==> src/rtl/trace_fmt_pkg.sv <==
// Shared constants, encodings and helpers for the write-back trace line formatter.
package trace_fmt_pkg;

    localparam logic [7:0] CH_CARET  = 8'h5E;
    localparam logic [7:0] CH_AT     = 8'h40;
    localparam logic [7:0] CH_COLON  = 8'h3A;
    localparam logic [7:0] CH_SPACE  = 8'h20;
    localparam logic [7:0] CH_DOLLAR = 8'h24;
    localparam logic [7:0] CH_STAR   = 8'h2A;
    localparam logic [7:0] CH_LT     = 8'h3C;
    localparam logic [7:0] CH_EQ     = 8'h3D;
    localparam logic [7:0] CH_HASH   = 8'h23;
    localparam logic [7:0] CH_ZERO   = 8'h30;

    localparam logic KIND_GRF = 1'b0;
    localparam logic KIND_MEM = 1'b1;

    typedef enum logic [1:0] {
        IDLE,
        CONV,
        EMIT
    } fmt_state_e;

    typedef enum logic [3:0] {
        F_CARET,
        F_TIME,
        F_AT,
        F_PC,
        F_COLON,
        F_SP1,
        F_KIND,
        F_REG,
        F_ADDR,
        F_SP2,
        F_LT,
        F_EQ,
        F_SP3,
        F_DATA,
        F_HASH,
        F_END
    } fmt_field_e;

    // Lowercase hex: 'a' is 0x61, i.e. 0x57 + 10.
    function automatic logic [7:0] nibble_to_hex(input logic [3:0] n);
        if (n < 4'd10) begin
            return CH_ZERO + {4'd0, n};
        end
        return 8'h57 + {4'd0, n};
    endfunction

    function automatic logic [3:0] nibble_sel(
        input logic [31:0] v,
        input logic [2:0]  idx
    );
        logic [31:0] w_v;
        w_v = v >> {idx, 2'b00};
        return w_v[3:0];
    endfunction

endpackage

==> src/rtl/bin2bcd_seq.sv <==
// 14-bit sequential double-dabble; bcd is valid while done is high.
module bin2bcd_seq (
    input  logic        clk,
    input  logic        reset,
    input  logic        start,
    input  logic [13:0] bin,
    output logic        done,
    output logic [15:0] bcd
);

    logic [13:0] r_bin;
    logic [15:0] r_bcd;
    logic [3:0]  r_cnt;
    logic        r_run;
    logic        r_done;
    logic [15:0] w_adj;

    function automatic logic [3:0] add3(input logic [3:0] d);
        return (d >= 4'd5) ? d + 4'd3 : d;
    endfunction

    assign w_adj = {
        add3(r_bcd[15:12]),
        add3(r_bcd[11:8]),
        add3(r_bcd[7:4]),
        add3(r_bcd[3:0])
    };

    always_ff @(posedge clk) begin
        if (reset) begin
            r_bin  <= '0;
            r_bcd  <= '0;
            r_cnt  <= '0;
            r_run  <= 1'b0;
            r_done <= 1'b0;
        end else if (start) begin
            r_bin  <= bin;
            r_bcd  <= '0;
            r_cnt  <= '0;
            r_run  <= 1'b1;
            r_done <= 1'b0;
        end else if (r_run) begin
            {r_bcd, r_bin} <= {w_adj[14:0], r_bin, 1'b0};
            r_cnt <= r_cnt + 4'd1;
            if (r_cnt == 4'd13) begin
                r_run  <= 1'b0;
                r_done <= 1'b1;
            end
        end
    end

    assign done = r_done;
    assign bcd  = r_bcd;

endmodule

==> src/rtl/trace_line_formatter.sv <==
// Serialises one write-back event into a checker trace line,
// one ASCII character per clock.
module trace_line_formatter
    import trace_fmt_pkg::*;
#(
    parameter logic [7:0]  IDLE_CHAR = 8'h00,
    parameter logic [13:0] MAX_TIME  = 14'd9999
) (
    input  logic        clk,
    input  logic        reset,
    input  logic        ev_valid,
    output logic        ev_ready,
    input  logic        ev_kind,
    input  logic [13:0] ev_time,
    input  logic [31:0] ev_pc,
    input  logic [4:0]  ev_reg,
    input  logic [31:0] ev_addr,
    input  logic [31:0] ev_data,
    output logic [7:0]  char,
    output logic        char_valid,
    output logic        busy
);

    fmt_state_e r_state;
    fmt_field_e r_field;
    logic [2:0] r_dig;
    logic [7:0] r_char;
    logic       r_char_valid;

    logic        r_kind;
    logic [31:0] r_pc;
    logic [4:0]  r_reg;
    logic [31:0] r_addr;
    logic [31:0] r_data;

    fmt_state_e  w_state_nx;
    fmt_field_e  w_field_nx;
    logic [2:0]  w_dig_nx;
    logic [7:0]  w_char_nx;
    logic        w_valid_nx;
    logic        w_emit;

    fmt_field_e  w_adv_field;
    logic [2:0]  w_adv_dig;
    logic [7:0]  w_cur_char;

    logic        w_xfer;
    logic [13:0] w_time_clamped;
    logic        w_bcd_done;
    logic [15:0] w_bcd;
    logic [1:0]  w_time_msd;
    logic [1:0]  w_reg_tens;
    logic [4:0]  w_reg_ones;

    assign ev_ready   = (r_state == IDLE);
    assign busy       = (r_state != IDLE);
    assign char       = r_char;
    assign char_valid = r_char_valid;

    assign w_xfer = ev_valid && (r_state == IDLE);
    assign w_time_clamped =
        (ev_time > MAX_TIME) ? MAX_TIME : ev_time;

    bin2bcd_seq u_bcd (
        .clk   (clk),
        .reset (reset),
        .start (w_xfer),
        .bin   (w_time_clamped),
        .done  (w_bcd_done),
        .bcd   (w_bcd)
    );

    always_ff @(posedge clk) begin
        if (w_xfer) begin
            r_kind <= ev_kind;
            r_pc   <= ev_pc;
            r_reg  <= ev_reg;
            r_addr <= ev_addr;
            r_data <= ev_data;
        end
    end

    // Leading-zero suppression: index of the most significant digit.
    always_comb begin
        w_time_msd = 2'd0;
        if (w_bcd[15:12] != 4'd0) begin
            w_time_msd = 2'd3;
        end else if (w_bcd[11:8] != 4'd0) begin
            w_time_msd = 2'd2;
        end else if (w_bcd[7:4] != 4'd0) begin
            w_time_msd = 2'd1;
        end
    end

    always_comb begin
        w_reg_tens = 2'd0;
        w_reg_ones = r_reg;
        if (r_reg >= 5'd30) begin
            w_reg_tens = 2'd3;
            w_reg_ones = r_reg - 5'd30;
        end else if (r_reg >= 5'd20) begin
            w_reg_tens = 2'd2;
            w_reg_ones = r_reg - 5'd20;
        end else if (r_reg >= 5'd10) begin
            w_reg_tens = 2'd1;
            w_reg_ones = r_reg - 5'd10;
        end
    end

    // Character at the cursor and where the cursor moves next.
    always_comb begin
        w_cur_char  = IDLE_CHAR;
        w_adv_field = r_field;
        w_adv_dig   = r_dig;
        unique case (r_field)
            F_CARET: begin
                w_cur_char  = CH_CARET;
                w_adv_field = F_TIME;
                w_adv_dig   = {1'b0, w_time_msd};
            end
            F_TIME: begin
                w_cur_char = CH_ZERO +
                    {4'd0, nibble_sel({16'd0, w_bcd}, r_dig)};
                if (r_dig == 3'd0) begin
                    w_adv_field = F_AT;
                end else begin
                    w_adv_dig = r_dig - 3'd1;
                end
            end
            F_AT: begin
                w_cur_char  = CH_AT;
                w_adv_field = F_PC;
                w_adv_dig   = 3'd7;
            end
            F_PC: begin
                w_cur_char = nibble_to_hex(nibble_sel(r_pc, r_dig));
                if (r_dig == 3'd0) begin
                    w_adv_field = F_COLON;
                end else begin
                    w_adv_dig = r_dig - 3'd1;
                end
            end
            F_COLON: begin
                w_cur_char  = CH_COLON;
                w_adv_field = F_SP1;
            end
            F_SP1: begin
                w_cur_char  = CH_SPACE;
                w_adv_field = F_KIND;
            end
            F_KIND: begin
                if (r_kind == KIND_MEM) begin
                    w_cur_char  = CH_STAR;
                    w_adv_field = F_ADDR;
                    w_adv_dig   = 3'd7;
                end else begin
                    w_cur_char  = CH_DOLLAR;
                    w_adv_field = F_REG;
                    w_adv_dig   = (r_reg >= 5'd10) ? 3'd1 : 3'd0;
                end
            end
            F_REG: begin
                if (r_dig[0]) begin
                    w_cur_char = CH_ZERO + {6'd0, w_reg_tens};
                end else begin
                    w_cur_char = CH_ZERO + {3'd0, w_reg_ones};
                end
                if (r_dig == 3'd0) begin
                    w_adv_field = F_SP2;
                end else begin
                    w_adv_dig = r_dig - 3'd1;
                end
            end
            F_ADDR: begin
                w_cur_char = nibble_to_hex(nibble_sel(r_addr, r_dig));
                if (r_dig == 3'd0) begin
                    w_adv_field = F_SP2;
                end else begin
                    w_adv_dig = r_dig - 3'd1;
                end
            end
            F_SP2: begin
                w_cur_char  = CH_SPACE;
                w_adv_field = F_LT;
            end
            F_LT: begin
                w_cur_char  = CH_LT;
                w_adv_field = F_EQ;
            end
            F_EQ: begin
                w_cur_char  = CH_EQ;
                w_adv_field = F_SP3;
            end
            F_SP3: begin
                w_cur_char  = CH_SPACE;
                w_adv_field = F_DATA;
                w_adv_dig   = 3'd7;
            end
            F_DATA: begin
                w_cur_char = nibble_to_hex(nibble_sel(r_data, r_dig));
                if (r_dig == 3'd0) begin
                    w_adv_field = F_HASH;
                end else begin
                    w_adv_dig = r_dig - 3'd1;
                end
            end
            F_HASH: begin
                w_cur_char  = CH_HASH;
                w_adv_field = F_END;
            end
            F_END: begin
                w_cur_char  = IDLE_CHAR;
                w_adv_field = F_END;
            end
        endcase
    end

    always_comb begin
        w_state_nx = r_state;
        w_field_nx = r_field;
        w_dig_nx   = r_dig;
        w_char_nx  = IDLE_CHAR;
        w_valid_nx = 1'b0;
        w_emit     = 1'b0;
        unique case (r_state)
            IDLE: begin
                if (w_xfer) begin
                    w_state_nx = CONV;
                    w_field_nx = F_CARET;
                    w_dig_nx   = 3'd0;
                end
            end
            CONV: begin
                if (w_bcd_done) begin
                    w_state_nx = EMIT;
                    w_emit     = 1'b1;
                end
            end
            EMIT: begin
                if (r_field == F_END) begin
                    w_state_nx = IDLE;
                end else begin
                    w_emit = 1'b1;
                end
            end
            default: begin
                w_state_nx = IDLE;
            end
        endcase
        if (w_emit) begin
            w_char_nx  = w_cur_char;
            w_valid_nx = 1'b1;
            w_field_nx = w_adv_field;
            w_dig_nx   = w_adv_dig;
        end
    end

    always_ff @(posedge clk) begin
        if (reset) begin
            r_state      <= IDLE;
            r_field      <= F_CARET;
            r_dig        <= 3'd0;
            r_char       <= IDLE_CHAR;
            r_char_valid <= 1'b0;
        end else begin
            r_state      <= w_state_nx;
            r_field      <= w_field_nx;
            r_dig        <= w_dig_nx;
            r_char       <= w_char_nx;
            r_char_valid <= w_valid_nx;
        end
    end

endmodule

==> config.mk <==
export PLATFORM = sky130hd
export DESIGN_NAME = trace_line_formatter
export DESIGN_NICKNAME = d
export VERILOG_FILES = /design/src/rtl/trace_fmt_pkg.sv /design/src/rtl/bin2bcd_seq.sv /design/src/rtl/trace_line_formatter.sv
export SDC_FILE = /design/constraint.sdc
export NUM_CORES = 1
export LEC_CHECK = 0
export ABC_AREA = 1
export CELL_PAD_IN_SITES_DETAIL_PLACEMENT = 1
export CELL_PAD_IN_SITES_GLOBAL_PLACEMENT = 1
export CORE_UTILIZATION = 41
export CTS_CLUSTER_SIZE = 30
export DETAILED_ROUTE_END_ITERATION = 16
export PLACE_DENSITY = 0.78
export SLEW_MARGIN = 20
export SYNTH_ARGS = -nofsm -noshare
export SYNTH_HDL_FRONTEND = slang
export SYNTH_HIERARCHICAL = 1
export SYNTH_SLANG_ARGS = --single-unit
==> constraint.sdc <==
create_clock -name clk -period 4.45 [get_ports clk]
set_input_delay 0.89 -clock clk [delete_from_list [all_inputs] [get_ports clk]]
set_output_delay 0.89 -clock clk [all_outputs]
set_load 0.03 [all_outputs]
==> Implementation_results.wiki, run 1 <==
{| class="wikitable"
! Metric !! Value
|-
| VDD IR-drop max || 0.000289 V
|-
| Antenna violations before repair || 0
|-
| Count of endpoints failing setup in the final report || 0
|-
| TNS Setup || 0 ns
|-
| Worst-margin pin slew || 0.989 ns
|-
| Avg WL per Cell || 16.3 um
|-
| Total clock sinks || 155
|-
| Number of fill cells in the layout || 2395
|-
| Pin count of the biggest net entering global routing || 90
|-
| Total standard cell area after synthesis || 8290 um^2
|-
| Worst reg2reg path depth || 12
|-
| GR Util All Layers || 23.2%
|-
| Post-route minimum period || 2.80 ns
|-
| Clock buffer depth || 2
|-
| DRC Markers || 0
|-
| Number of enable-type register cells in the synthesized netlist || 102
|-
| Setup skew after layout || 0.0157 ns
|-
| Setup crit end || busy
|-
| Startpoint type of the worst setup path || flip-flop
|-
| Share of flip-flops with an asynchronous set or reset after synthesis || 0%
|-
| Outcome || finished, final reports clean
|-
| Via Count || 7047
|-
| Leading registers by flop count || r_addr x32, r_data x32, r_pc x32
|-
| Average cell area after synthesis || 8.33 um^2
|-
| Depth of the CTS H-tree || 4
|-
| Total number of yosys warnings || 6
|-
| Count of final hold-check violations || 0
|-
| Hold buffer count at CTS || 0
|-
| Final worst hold slack || 0.487 ns
|-
| HPWL after detailed placement || 15.9 mm
|-
| TritonCTS Buffers || 17
|-
| Total of cells resized after clock tree synthesis || 0
|-
| Post-synthesis instance total || 995
|-
| Beginning of the worst register-to-register path || r_dig[0]$_SDFFE_PP0P_
|-
| Critical Path Start || r_state[0]$_SDFFE_PP0P_
|-
| Via count of the first global-routing pass || 7269
|-
| Final count of pins violating max slew || 0
|-
| Fin crit share || 63.0%
|-
| Die Ht || 144 um
|-
| Most common flop cell mapped by yosys || edfxtp_1
|-
| Starting density of the core || 42.2%
|-
| RSZ-0062 raised after global routing || no
|-
| Boundary Pins || 130
|-
| Synth Net Count || 1139
|-
| End of the worst register-to-register path || char[2]$_SDFF_PP0_
|-
| Peak Freq || 0.357 GHz
|-
| Post-CTS setup buffer count || 0
|-
| CTS clk-pin slew, worst paths || 0.07 ns
|-
| Vias per cell || 5.07
|-
| Final Routed Wirelength || 22.6 mm
|-
| Crit path required time || 3.56 ns
|-
| Static power due to leakage || 0.00439 uW
|-
| Wire length of the first global-routing pass || 36.6 mm
|-
| Die outline width || 144 um
|-
| Core region area || 19700 um^2
|-
| Share of cells above drive strength 1 || 8.54%
|-
| Count of nets after finishing || 1255
|-
| Antenna diode count || 0
|-
| Hold/Removal Path Class || flip-flop to flip-flop
|-
| Synth Register Bits || 155
|-
| Gp weighted congestion || 0.891
|-
| Worst-path maximum fanout || 4
|-
| Number of max-capacitance violations reported || 0
|-
| Final core utilization || 52.4%
|-
| First DRT Iteration DRCs || 382
|-
| Arrival @ worst endpoint || 1.91 ns
|-
| First-pass iteration count of the detailed router || 4
|-
| Total die area || 20800 um^2
|-
| Rel. slew slack || 34.0%
|-
| Critical setup path kind || flip-flop to primary output
|-
| Number of placement rows || 51
|-
| Ratio of total power to cell area || 523 nW/um^2
|-
| Endpoint kind of the worst setup timing path || primary output
|-
| Root buf cell || clkbuf_16
|-
| Total gr overflow || 0
|-
| Worst Hold Launch || u_bcd/r_cnt[3]$_SDFFE_PP0P_
|-
| Number of unique standard cell types used by synthesis || 46
|-
| Worst-case register-to-register setup slack || 1.75 ns
|-
| Signed area change from the synthesized netlist to the final layout || 24.2%
|-
| Clk Latency, worst-skew pair || 0.43 ns
|-
| Sequential fraction of the synthesis area || 49.8%
|-
| Port buffer count || 128
|-
| CTS tree || done
|-
| Post-route ant nets || 0
|}
==> how the worst min path moves through the flow <==
stage                                              to  depth (start not counted)
after floorplan           u_bcd/r_cnt[3]$_SDFFE_PP0P_                          2
after global placement    u_bcd/r_cnt[3]$_SDFFE_PP0P_                          2
after detailed placement  u_bcd/r_cnt[3]$_SDFFE_PP0P_                          2
after CTS                 u_bcd/r_cnt[3]$_SDFFE_PP0P_                          2
after global routing      u_bcd/r_cnt[3]$_SDFFE_PP0P_                          2
final                     u_bcd/r_cnt[3]$_SDFFE_PP0P_                          2
==> final cells by class <==
class | instances | area [um^2] | share of cell area (%)
clock buffers | 18 | 429 | 4.17
clock inverters | 14 | 160 | 1.56
inverters | 145 | 552 | 5.36
multi-input cells | 660 | 3370 | 32.7
flip-flops and latches | 155 | 4130 | 40.1
well taps | 265 | 332 | 3.22
repair buffers | 132 | 1320 | 12.9
==> where the power goes <==
| group | leakage [uW] | switching (uW) | internal, uW |
|---|---|---|---|
| registers | 0.00140 | 173 | 1860 |
| clock network | 0.000287 | 643 | 842 |
| logic | 0.00269 | 1250 | 610 |
==> stage by stage <==
stage                     instances  power [uW]  setup slack (ns)  area [um^2]
final                          1389        5380              1.65        10300
after global routing           1389        5730              1.44        10300
after CTS                      1389        5420              1.62        10300
after detailed placement       1357        3920              1.56         9700
after global placement         1357        3840              1.65         9700
after floorplan                 995        3390             0.473         8290
==> layer usage <==
metal / track usage, % / vias to the layer above / wire (um)
li1: - / 3476 / -
met1: 27.7 / 3401 / 9850
met2: 41.8 / 147 / 11700
met3: 4.74 / 23 / 762
met4: 6.54 / 0 / 320
met5: 0 / - / 0
==> cells by family (layout without fill, tap and decap cells) <==
kind of cell	Yosys count	count (layout)	synth area share, %
xor gates and xnor gates	3	3	0.317
adders and majority gates	25	25	3.77
AOI/OAI and AO/OA	125	125	9.81
and+or+nand+nor	506	506	26.7
DFF	155	155	49.8
buffers and inverters	180	309	9.60
other	1	1	0.0452
==> synth_stat cells (2+ instances only) <==
cell type / n / area [um^2]
a31oi_1: 2 / 12.5
nor2_1: 98 / 368
o211ai_1: 2 / 15.0
xor2_1: 2 / 17.5
o221ai_1: 5 / 43.8
inv_2: 9 / 33.8
o221ai_2: 7 / 105
buf_4: 6 / 45.0
buf_2: 15 / 75.1
nor4_1: 2 / 12.5
nor2_4: 4 / 45.0
nand4_1: 6 / 37.5
o21ai_2: 2 / 17.5
inv_4: 2 / 12.5
dfxtp_1: 53 / 1060
or2_2: 8 / 50.1
o21ai_1: 4 / 20.0
a211oi_2: 2 / 25.0
nand3_1: 104 / 521
nand2_4: 3 / 33.8
nand2_1: 248 / 931
clkbuf_1: 5 / 18.8
inv_1: 134 / 503
nand2_2: 11 / 68.8
a21oi_1: 42 / 210
o21ai_4: 2 / 32.5
ha_1: 25 / 313
o21a_1: 2 / 15.0
o21ai_0: 49 / 245
buf_6: 7 / 78.8
nor3_1: 14 / 70.1
nor2_2: 5 / 31.3
edfxtp_1: 102 / 3060
==> worst max-delay path: stages, from the launching register on <==
cell and delay (ns):
dfxtp_1 0.39, inv_1 0.08, ha_1 0.25, inv_1 0.09, clkdlybuf4s50_1 0.67
==> cells in the final DEF (no fill, tap or decap), types with 2 or more instances in the layout <==
master           count
nor3_1              14
a211oi_2             2
clkbuf_16           17
o21ai_2              2
nor2_4               4
nand4_1              6
o21ai_0             49
inv_8                3
inv_4                3
nand2_1            248
nand2_4              3
xor2_1               2
inv_1              133
ha_1                25
o221ai_2             7
o21ai_1              4
nand2_2             11
a21oi_1             42
o211ai_1             2
nor2_2               5
a31oi_1              2
inv_6                4
o21a_1               2
nor4_1               2
bufinv_16            2
edfxtp_1           102
nand3_1            104
inv_2                9
clkdlybuf4s50_1    128
o21ai_4              2
nor2_1              98
dfxtp_1             52
buf_4                3
o221ai_1             5
or2_2                8
clkinv_2             2
Power figures use the tool's default switching activity.
==> run 2, diff against run 1 <==
==> constraint.sdc (replaced) <==
create_clock -name clk -period 2.8 [get_ports clk]
set_input_delay 0.56 -clock clk [delete_from_list [all_inputs] [get_ports clk]]
set_output_delay 0.56 -clock clk [all_outputs]
set_load 0.03 [all_outputs]
==> Implementation_results.wiki, run 2 (synthesis gave the netlist of run 1 again) <==
{| class="wikitable"
! Metric !! Value
|-
| Outcome || finished, final reports clean
|-
| Depth of the worst hold-timing path || 2 (unchanged)
|-
| Root buf cell || clkbuf_16
|-
| RSZ-0062 raised after global routing || no
|-
| Critical setup path kind || flip-flop to primary output
|-
| Via Count || 7092 (+0.64%)
|-
| Total gr overflow || 0 (unchanged)
|-
| Proportion of power drawn by flip-flops and latches || 36.0% (-1.8 points)
|-
| Dpl ws || 0.576 ns (-0.986 ns)
|-
| Depth of the CTS H-tree || 4 (unchanged)
|-
| Die outline width || 144 um (unchanged)
|-
| Final Routed Wirelength || 23.3 mm (+3.0%)
|-
| HPWL after detailed placement || 16.4 mm (+2.8%)
|-
| First-pass iteration count of the detailed router || 4 (unchanged)
|-
| Die Ht || 144 um (unchanged)
|-
| Arrival @ worst endpoint || 1.78 ns (-0.13 ns)
|-
| DRC Markers || 0 (unchanged)
|-
| End of the worst register-to-register path || char[4]$_SDFF_PP0_
|-
| Ratio of total power to cell area || 844 nW/um^2 (+62%)
|-
| Detailed route wirelength on metal3 || 841 um (+10%)
|-
| Summed area of non-filler cells in the final layout || 10400 um^2 (+1.3%)
|-
| Number of fill cells in the layout || 2379 (-0.67%)
|-
| First DRT Iteration DRCs || 374 (-2.1%)
|-
| Clock network power share || 28.4% (+0.8 points)
|-
| Post-route setup slack || 0.465 ns (-1.18 ns)
|-
| Fin crit share || 83.4%
|-
| Antenna violations before repair || 0 (unchanged)
|-
| Via count of the first global-routing pass || 7446 (+2.4%)
|-
| Area post-placement || 9800 um^2 (+0.97%)
|-
| Post-CTS setup buffer count || 0 (unchanged)
|-
| GR Util All Layers || 24.1% (+0.92 points)
|-
| Endpoint kind of the worst setup timing path || primary output
|-
| Vias per cell || 5.08 (+0.21%)
|-
| Worst-case register-to-register setup slack || 0.56 ns (-1.19 ns)
|-
| Setup skew after layout || 0.0115 ns (-0.00426 ns)
|-
| Hold buffer count at CTS || 0 (unchanged)
|-
| Combinational share of power || 35.6% (+1.0 points)
|-
| Pin count of the biggest net entering global routing || 62 (-31%)
|-
| Switching power total || 3370 uW (+63%)
|-
| Total of cells resized after clock tree synthesis || 0 (unchanged)
|-
| Gp weighted congestion || 0.904 (+1.4%)
|-
| Port buffer count || 128 (unchanged)
|-
| Static power due to leakage || 0.00444 uW (+1.1%)
|-
| Rel. slew slack || 57.7% (+24 points)
|-
| CTS tree || done
|-
| VDD IR-drop max || 0.000531 V (+84%)
|-
| Count of final hold-check violations || 0 (unchanged)
|-
| Most used cells in the layout excluding fill and tap cells || 247 x nand2_1, 131 x inv_1, 128 x clkdlybuf4s50_1, 104 x nand3_1, 102 x edfxtp_1
|-
| Worst reg2reg path depth || 15 (+3)
|-
| Worst-margin pin slew || 0.634 ns (-0.355 ns)
|-
| Leading cell type in the layout, fill and taps excluded || nand2_1
|-
| Antenna diode count || 0 (unchanged)
|-
| Starting density of the core || 42.2% (unchanged)
|-
| TritonCTS Buffers || 17 (unchanged)
|-
| Internal power component || 5430 uW (+64%)
|-
| Worst-path maximum fanout || 4 (unchanged)
|-
| Uppermost routed layer || met4
|-
| Hold/Removal Path Class || flip-flop to flip-flop
|-
| Total clock sinks || 155 (unchanged)
|-
| Routed length on met2 || 11.6 mm (-0.65%)
|-
| Count of endpoints failing setup in the final report || 0 (unchanged)
|-
| Boundary Pins || 130 (unchanged)
|-
| CTS clk-pin slew, worst paths || 0.07 ns (about the same)
|-
| Core region area || 19700 um^2 (unchanged)
|-
| Crit path required time || 2.24 ns (-1.32 ns)
|-
| Number of max-capacitance violations reported || 0 (unchanged)
|-
| Total die area || 20800 um^2 (unchanged)
|-
| Hold EP || u_bcd/r_cnt[3]$_SDFFE_PP0P_
|-
| Post-route ant nets || 0 (unchanged)
|-
| Beginning of the worst register-to-register path || r_dig[0]$_SDFFE_PP0P_
|-
| Worst Hold Launch || u_bcd/r_cnt[3]$_SDFFE_PP0P_
|-
| Clk Latency, worst-skew pair || 0.44 ns (about the same)
|-
| M1 wire length || 10.3 mm (+4.8%)
|-
| Share of cells above drive strength 1 || 9.56% (+1.0 points)
|-
| Final worst hold slack || 0.484 ns (-0.00320 ns)
|-
| Number of placement rows || 51 (unchanged)
|-
| Peak Freq || 0.428 GHz
|-
| Post-route minimum period || 2.34 ns
|-
| Count of nets after finishing || 1261 (+0.48%)
|-
| Wire length of the first global-routing pass || 38.0 mm (+3.8%)
|-
| Clock buffer depth || 2 (unchanged)
|-
| Final count of pins violating max slew || 0 (unchanged)
|-
| Leading registers by flop count || r_addr x32, r_data x32, r_pc x32
|-
| Signed area change from the synthesized netlist to the final layout || 25.7%
|-
| Avg WL per Cell || 16.7 um (+2.5%)
|-
| Switching power as a share of total power || 38.3% (-0.20 points)
|-
| Startpoint type of the worst setup path || flip-flop
|}
[run 2: cell types whose count changed in the layout (fill, tap and decap cells not counted), sizes merged]
cell      change
buf           +6
bufinv        +1
clkbuf        -1
clkinv        -1
clkinvlp      +1
[run 2: metrics by stage]
stage	instances	TNS (ns)	total power, uW	utilization, %
finish	1395	0	8800	53.0
global route	1395	0	9380	53.0
CTS	1395	0	8880	53.0
detailed placement	1363	0	6320	49.8
global placement	1363	0	6190	49.8
floorplan	995	-2.47	5410	-
[run 2: worst max-delay path by stage]
stage | startpoint | to | slack, ns | depth (start not counted)
final | r_state[0]$_SDFFE_PP0P_ | busy | 0.46 | 4
after global routing | r_dig[0]$_SDFFE_PP0P_ | char[4]$_SDFF_PP0_ | 0.27 | 12
after CTS | r_state[0]$_SDFFE_PP0P_ | busy | 0.44 | 4
after detailed placement | ev_valid | u_bcd/r_bin[5]$_SDFFE_PP0P_ | 0.58 | 7
after global placement | ev_time[6] | u_bcd/r_bin[3]$_SDFFE_PP0P_ | 0.60 | 10
after floorplan | r_state[0]$_SDFFE_PP0P_ | u_bcd/r_bin[10]$_SDFFE_PP0P_ | -0.14 | 9
[run 2: power by group through the flow]
| stage | registers, uW | clock network (uW) | logic [uW] |
|---|---|---|---|
| 2_1_floorplan | 3180 | 0 | 2240 |
| 3_3_place_gp | 3190 | 0 | 3000 |
| 3_5_place_dp | 3210 | 0 | 3110 |
| 4_1_cts | 3170 | 2560 | 3150 |
| 5_1_grt | 3210 | 2630 | 3540 |
| 6_report | 3170 | 2500 | 3130 |
[run 2: routing by layer]
metal  vias up  track usage [%]
li1       3495                -
met1      3404             29.9
met2       155             41.5
met3        38             4.54
met4         0             9.09
met5         -                0
[run 2: critical path, stage by stage, from the launching register on]
cell and delay, ns:
dfxtp_2 0.37, inv_2 0.06, ha_4 0.17, inv_1 0.07, clkdlybuf4s50_1 0.66
[run 2: final cells by class]
cell class / instances / area [um^2] / area share (%)
clock buffers: 17 / 425 / 4.08
clock inverters: 15 / 200 / 1.92
flip-flops and latches: 155 / 4130 / 39.6
multi-input cells: 660 / 3390 / 32.5
well taps: 265 / 332 / 3.18
repair buffers: 138 / 1390 / 13.4
inverters: 145 / 553 / 5.31
